**src/rtl/ramp_pwm_gen.sv**
```systemverilog
// Triangle ramp engine with an integrated PWM output driven by the current level.
// Config is shadowed on an accepted start edge and is ignored for the rest of the run.
module ramp_pwm_gen #(
    parameter int LVL_W  = 4,
    parameter int STEP_W = 8,
    parameter int HOLD_W = 10,
    parameter int CNT_W  = 4
) (
    input  logic              clk,
    input  logic              rst,
    input  logic              start,
    input  logic              abort,
    input  logic [STEP_W-1:0] step_div,
    input  logic [LVL_W-1:0]  max_lvl,
    input  logic [HOLD_W-1:0] hold_hi,
    input  logic [HOLD_W-1:0] hold_lo,
    input  logic [CNT_W-1:0]  loop_cnt,
    output logic [LVL_W-1:0]  level,
    output logic              pwm,
    output logic              busy,
    output logic              done,
    output logic [2:0]        phase
);
    // state   | meaning
    // IDLE    | waiting for a start edge
    // UP      | level rises one step per tick
    // HOLD_HI | level held at peak
    // DOWN    | level falls one step per tick
    // HOLD_LO | level held at 0 between triangles
    typedef enum logic [2:0] {
        IDLE    = 3'd0,
        UP      = 3'd1,
        HOLD_HI = 3'd2,
        DOWN    = 3'd3,
        HOLD_LO = 3'd4
    } state_t;

    state_t            state, state_n;
    logic [LVL_W-1:0]  level_q, level_n;
    logic [LVL_W-1:0]  pcnt, pcnt_n;
    logic [STEP_W-1:0] scnt, scnt_n;
    logic [HOLD_W-1:0] hcnt, hcnt_n;
    logic [CNT_W-1:0]  loops_left, loops_n;
    logic [STEP_W-1:0] step_s;
    logic [LVL_W-1:0]  max_s;
    logic [HOLD_W-1:0] hold_hi_s, hold_lo_s;
    logic [CNT_W-1:0]  loop_s;
    logic              start_r, pwm_q, done_q, done_n, pwm_n;
    logic              start_edge, accept, tick;
    logic [STEP_W-1:0] step_last;
    logic [HOLD_W-1:0] hold_hi_last, hold_lo_last;

    assign start_edge   = start & ~start_r;
    assign accept       = (state == IDLE) && start_edge && !abort;
    // Zero step/hold values behave as one clock
    assign step_last    = (step_s == '0) ? '0 : step_s - 1'b1;
    assign hold_hi_last = (hold_hi_s == '0) ? '0 : hold_hi_s - 1'b1;
    assign hold_lo_last = (hold_lo_s == '0) ? '0 : hold_lo_s - 1'b1;
    assign tick         = (scnt == step_last);

    always_comb begin
        state_n = state;
        level_n = level_q;
        scnt_n  = scnt;
        hcnt_n  = hcnt;
        loops_n = loops_left;
        done_n  = 1'b0;
        pcnt_n  = pcnt;
        if (state != IDLE)
            pcnt_n = (pcnt == max_s - 1'b1) ? '0 : pcnt + 1'b1;

        case (state)
            IDLE: begin
                if (accept) begin
                    if (max_lvl != '0) begin
                        state_n = UP;
                        level_n = '0;
                        scnt_n  = '0;
                        pcnt_n  = '0;
                        loops_n = loop_cnt;
                    end else begin
                        done_n = 1'b1;
                    end
                end
            end
            UP: begin
                scnt_n = tick ? '0 : scnt + 1'b1;
                if (tick) begin
                    if (level_q >= max_s - 1'b1) begin
                        level_n = max_s;
                        state_n = HOLD_HI;
                        hcnt_n  = hold_hi_last;
                    end else begin
                        level_n = level_q + 1'b1;
                    end
                end
            end
            HOLD_HI: begin
                if (hcnt == '0) begin
                    state_n = DOWN;
                    scnt_n  = '0;
                end else begin
                    hcnt_n = hcnt - 1'b1;
                end
            end
            DOWN: begin
                scnt_n = tick ? '0 : scnt + 1'b1;
                if (tick) begin
                    if (level_q <= 1) begin
                        level_n = '0;
                        if (loop_s == '0 || loops_left > 1) begin
                            if (loops_left != '0)
                                loops_n = loops_left - 1'b1;
                            state_n = HOLD_LO;
                            hcnt_n  = hold_lo_last;
                        end else begin
                            state_n = IDLE;
                            done_n  = 1'b1;
                        end
                    end else begin
                        level_n = level_q - 1'b1;
                    end
                end
            end
            HOLD_LO: begin
                if (hcnt == '0) begin
                    state_n = UP;
                    scnt_n  = '0;
                end else begin
                    hcnt_n = hcnt - 1'b1;
                end
            end
            default: state_n = IDLE;
        endcase

        if (abort && state != IDLE) begin
            state_n = IDLE;
            level_n = '0;
            scnt_n  = '0;
            pcnt_n  = '0;
            done_n  = 1'b0;
        end

        // PWM is computed from next-cycle values so it lines up with level
        pwm_n = (state_n != IDLE) && (pcnt_n < level_n);
    end

    always_ff @(posedge clk or posedge rst) begin
        if (rst) begin
            state      <= IDLE;
            level_q    <= '0;
            pcnt       <= '0;
            scnt       <= '0;
            hcnt       <= '0;
            loops_left <= '0;
            step_s     <= '0;
            max_s      <= '0;
            hold_hi_s  <= '0;
            hold_lo_s  <= '0;
            loop_s     <= '0;
            start_r    <= 1'b0;
            pwm_q      <= 1'b0;
            done_q     <= 1'b0;
        end else begin
            state      <= state_n;
            level_q    <= level_n;
            pcnt       <= pcnt_n;
            scnt       <= scnt_n;
            hcnt       <= hcnt_n;
            loops_left <= loops_n;
            start_r    <= start;
            pwm_q      <= pwm_n;
            done_q     <= done_n;
            if (accept) begin
                step_s    <= step_div;
                max_s     <= max_lvl;
                hold_hi_s <= hold_hi;
                hold_lo_s <= hold_lo;
                loop_s    <= loop_cnt;
            end
        end
    end

    assign level = level_q;
    assign pwm   = pwm_q;
    assign busy  = (state != IDLE);
    assign done  = done_q;
    assign phase = state;
endmodule
```
**config.mk**
```make
export PLATFORM = sky130hd
export DESIGN_NAME = ramp_pwm_gen
export DESIGN_NICKNAME = d
export VERILOG_FILES = /design/src/rtl/ramp_pwm_gen.sv
export SDC_FILE = /design/constraint.sdc
export NUM_CORES = 1
export LEC_CHECK = 0
export CORE_UTILIZATION = 56
export CTS_CLUSTER_DIAMETER = 40
export CTS_CLUSTER_SIZE = 12
export DETAILED_ROUTE_END_ITERATION = 8
export GPL_TIMING_DRIVEN = 0
export PLACE_DENSITY = 0.79
export SLEW_MARGIN = 30
export SYNTH_ARGS = -nofsm -noshare
export SYNTH_HDL_FRONTEND = slang
export SYNTH_SLANG_ARGS = --single-unit
export TNS_END_PERCENT = 100
```
**constraint.sdc**
```tcl
create_clock -name clk -period 5.2 [get_ports clk]
set_input_delay 1.04 -clock clk [delete_from_list [all_inputs] [get_ports clk]]
set_output_delay 1.04 -clock clk [all_outputs]
set_load 0.005 [all_outputs]
```
# After elaboration in Yosys (flattened, before gate mapping)
# Cells that the tools add are included.
# W data, S select, Z words.
# totals
regBits	72
input_bits	40
out_inout_bits	10
word_cells	127
# classes
n_addsub	10
order_cmp	4
n_eq_ne	18
mux	55
bitwise_logic	2
reduce_logical	24
# ops
cell	count
$mux W10	8
$mux W4	19
$mux W8	6
$logic_not A10 Y1	3
$mux W3	10
$pmux W10 S3	1
$sub A10 B1 Y10 const B	3
$pmux W8 S3	1
$ne A2 B2 Y1 const B	8
$pmux W3 S5	1
$reduce_and A7 Y1	2
$pmux W4 S3	1
$reduce_bool A4 Y1	3
$sub A4 B1 Y4 const B	3
$reduce_bool A3 Y1	3
$add A4 B1 Y4 const B	2
$add A8 B1 Y8 const B	1
$eq A8 B8 Y1	1
$logic_not A8 Y1	1
$pmux W4 S2	1
$sub A8 B1 Y8 const B	1
$eq A3 B2 Y1 const B	2
$mux W1	6
$ne A3 B1 Y1 const B	2
other kinds (20)	24

# Depth between registers and ports, before layout
# logic_depth
word_depth	10
depth_mapped	16

# Worst setup path before layout
# No wires, ideal clock.
# synth_path
kind	reg-to-reg
start	reg step_s[4]
end	reg pwm_q (netlist: pwm)
t_arrival_ns	3.386
setup_slack_ns	1.748
path_stages_with_launch	15
path_buffers	2
cell_sequence	dfrtp_1 > buf_6 > or3_4 > or4_4 > a21bo_1 > a211oi_2 > o211ai_4 > buf_6 > nor4_1 > o21ai_1 > o21a_1 > ha_1 > a21o_1 > a211oi_1 > and3_1
# synth_via
elab_chain_cells	8
word_cells_on_any_way	15
classes_between	add/sub: 1; order compare: 1; eq/ne: 1; mux: 9; reduce/logical: 3
# synth_lines
item	line	source
from (decl)	44	logic [STEP_W-1:0] step_s;
from (signal assigned)	175	step_s <= step_div;
$sub A8 B1 Y8 or $logic_not A8 Y1 (tied branches)	56	assign step_last = (step_s == '0) ? '0 : step_s - 1'b1;
$mux W8 *	56	
$eq A8 B8 Y1 *	59	assign tick = (scnt == step_last);
$mux W4 (tied with other cells)	108	if (tick) begin
$pmux W4 S3 or $pmux W3 S5 (tied branches)	72	case (state)
$mux W4 or $mux W3 (tied branches)	136	if (abort && state != IDLE) begin
$lt A4 B4 Y1 or $reduce_bool A3 Y1 (tied branches)	145	pwm_n = (state_n != IDLE) && (pcnt_n < level_n);
$logic_and A1 B1 Y1 *	145	
via pwm_n	48	logic start_r, pwm_q, done_q, done_n, pwm_n;
to (signal assigned)	172	pwm_q <= pwm_n;
to (decl)	48	
# Mark *: on every way through the listed nets, which the timed path passes. The rest lies on a longest branch.
# A chain may end at the register's enable or synchronous reset.

# Worst setup path after layout
# layout_path
start	reg step_s[0]
end	reg pwm_q (netlist: pwm)
# Same word-level chain as after synthesis.

==> impl_metrics.tcl <==
set metrics [dict create \
    seq_area_frac_synth 0.3813 \
    syn_to_final_growth_pct 17.47 \
    pwr_density_cell_mw_per_mm2 497.9 \
    antenna_found_initial 0 \
    maxCapViolCount 0 \
    synth.most_common_cell "dfrtp_1" \
    crit_family "compound AO/OA/AOI/OAI gates" \
    synth_top_area_cell "dfrtp_1" \
    clock_sinks 72 \
    die_width_um 93.87 \
    slowest_delay_ns 0.42 \
    ys_ff_latch 72 \
    grt_pass1_wl_um 18410 \
    worstPathArrival_ns 4.28 \
    slowest_stage "dfrtp_1" \
    wl_per_cell_um 16.38 \
    cellLeakagePower_nw 2.289 \
    syn_area_per_cell_sq_um 9.339 \
    required_ns 5.50 \
    hold_viol_final 0 \
    crit_fanout 10 \
    numPortBuffers 48 \
    end_kind "flop" \
    worstPathCellList "inv_1 -> ha_1 -> or3b_1 -> clkbuf_1 -> nor4_1 -> a41oi_1 -> a211oi_4 -> o211ai_4 -> buf_6 -> nor4_1 -> o21ai_1 -> o21a_1 -> ha_1 -> a21o_1 -> a211oi_1 -> and3_1" \
    worst-path-stages 16 \
    ios 50 \
    syn_inst 506 \
    min_to "hcnt[8]" \
    clock_latency_ns 0.36 \
    vias 4032 \
    drt_iter0_drc 179 \
    grtUsageTotal 0.2687 \
    status "completed" \
    post-cts-setup-buffer-count 0 \
    synth_nets 567 \
    vdd_drop_max_uv 269.0 \
    setup_viol 0 \
    fin_skew_ns 0.01115 \
    yosys-top-cells-area "dfrtp_1 38%, mux2_2 8.6%, ha_1 5.6%" \
    grt_pass1_vias 4015 \
    ys.flop_type "dfrtp_1" \
    grt_max_degree 42 \
    syn-cell-area_sq_mm 0.004726 \
    firstDrtPassIters 5 \
    core_region_area_sq_mm 0.008175 \
    synth-edff-count 0 \
    wirelength_um 11080 \
    routed_via_density 5.964 \
    worstMarginPinSlew_ns 0.8249 \
    period_minus_slack_ns 3.978 \
    clockBufferDepth 2 \
    p_total_mw 2.764 \
    start_util 0.5781 \
    synthDistinctLibCells 64 \
    dp_hpwl_um 8257 \
    hold_path_class "flop to flop" \
    fin_crit_sh 0.7651 \
    critPathKind "flop to flop" \
    r2r_end "pwm" \
    worst-path-buf-inv 3 \
    grt_setup_unrepaired "no" \
    final_max_slew_viol_count 0 \
    insertedDiodeCount 0 \
    nets 627 \
    cts_tree "built" \
    netlist.area_leader.share 0.3813 \
    cts_made_buffers 9 \
    slew_headroom 0.4492 \
    antenna_left 0 \
    die-area_sq_mm 0.008811 \
    ctsHoldBuffers 0 \
    h-tree-depth 3 \
    placed_cell_area_sq_mm 0.005380 \
    die_h_um 93.87 \
    ff2ff_setup_slack_ns 1.22 \
    worstHoldStart "hcnt[8]" \
    holdPathStages 2 \
    clk_pin_slew_worst_paths_ns 0.08 \
    fin_area_sq_mm 0.005552 \
    overflow 0 \
    max_freq_mhz 251.4 \
    rows 33 \
    synth_common_cells "72 x dfrtp_1, 43 x nor2_1, 42 x nand2_1" \
    clockRootBuffer "clkbuf_8" \
    drc 0 \
    yosys_warnings 0 \
    synthArstFlopShare 1.000 \
    gp_congestion 0.9355 \
    rr_worst_depth 16 \
    r2r_start "step_s[0]" \
    startpoint_type "flop" \
    drive_gt1_frac 0.1366 \
    tns_ns 0 \
    post_cts_resize_count 0 \
    final_cells 676 \
    dp_cells 660 \
]
## stage by stage
stage                     worst slack (ns)    util  hold WS (ns)
after floorplan                      1.748       -        0.4583
after global placement               1.117  0.6529        0.4812
after detailed placement             1.228  0.6581        0.4863
after CTS                            1.262  0.6791        0.5034
after global routing                0.9899  0.6791        0.5206
final                                1.222  0.6791        0.5075
## how the worst max path moves through the flow
stage / start / endpoint / slack (ns)
after floorplan: step_s[4] / pwm / 1.75
after global placement: rst / pcnt[1] / 1.12
after detailed placement: start / pwm / 1.23
after CTS: step_s[0] / pwm / 1.26
after global routing: step_s[0] / pwm / 0.99
final: step_s[0] / pwm / 1.22
## sequential cells by signal, summed over array words and instances, names as in the netlist, 4 cells and up
name / flops
hcnt: 10
hold_hi_s: 10
hold_lo_s: 10
level: 4
loop_s: 4
loops_left: 4
max_s: 4
pcnt: 4
scnt: 8
step_s: 8
## power breakdown
part	internal, mW	switching [mW]
sequential	0.773	0.229
combinational	0.632	0.731
clock	0.173	0.227
## tightest hold or removal path: cells and delay by family, from the launching register on
| kind | cells | cell delay, ns |
|---|---|---|
| AOI/OAI and AO/OA | 2 | 0.12 |
| DFF | 1 | 0.35 |
## kinds of logic after synthesis
group / share of synthesized area
xor+xnor: 0.06116
mux: 0.09214
buf+inv: 0.04686
compound gates: 0.1896
fa+ha+maj: 0.05560
flops: 0.3813
simple gates: 0.1734
## final cells by class
cell class	count	area [sq um]
Multi-Input combinational cell	385	2723
Fill cell	662	2624
Sequential cell	72	1802
Timing Repair Buffer	49	500.5
Tap cell	105	131.4
Clock buffer	9	123.9
Buffer	21	116.4
Inverter	28	107.6
Clock inverter	7	47.55
## placed cells by master, fill, tap and decap left out, drive strengths merged, types with 4 or more instances in the layout
master and count:
a211oi 8, nor4 9, or4 4, xor2 14, clkinv 4, nand3 13, o31ai 6, a21oi 28
ha 21, o21ai 34, xnor2 19, mux2 36, nor2 43, o311ai 5, nand2b 9, or3 9
inv 29, buf 10, clkdlybuf4s50 48, nor3 14, o211ai 7, clkbuf 21, nand2 42, nor3b 4
o21a 4, o22ai 9, dfrtp 72
## metal layers
metal	up-vias	GRT usage	routed length, um
met4	0	0.1115	237
met1	1935	0.3252	4735
li1	1960	-	-
met5	-	0	0
met2	111	0.4708	5689
met3	26	0.04450	414
(Power assumes the default switching activity.)
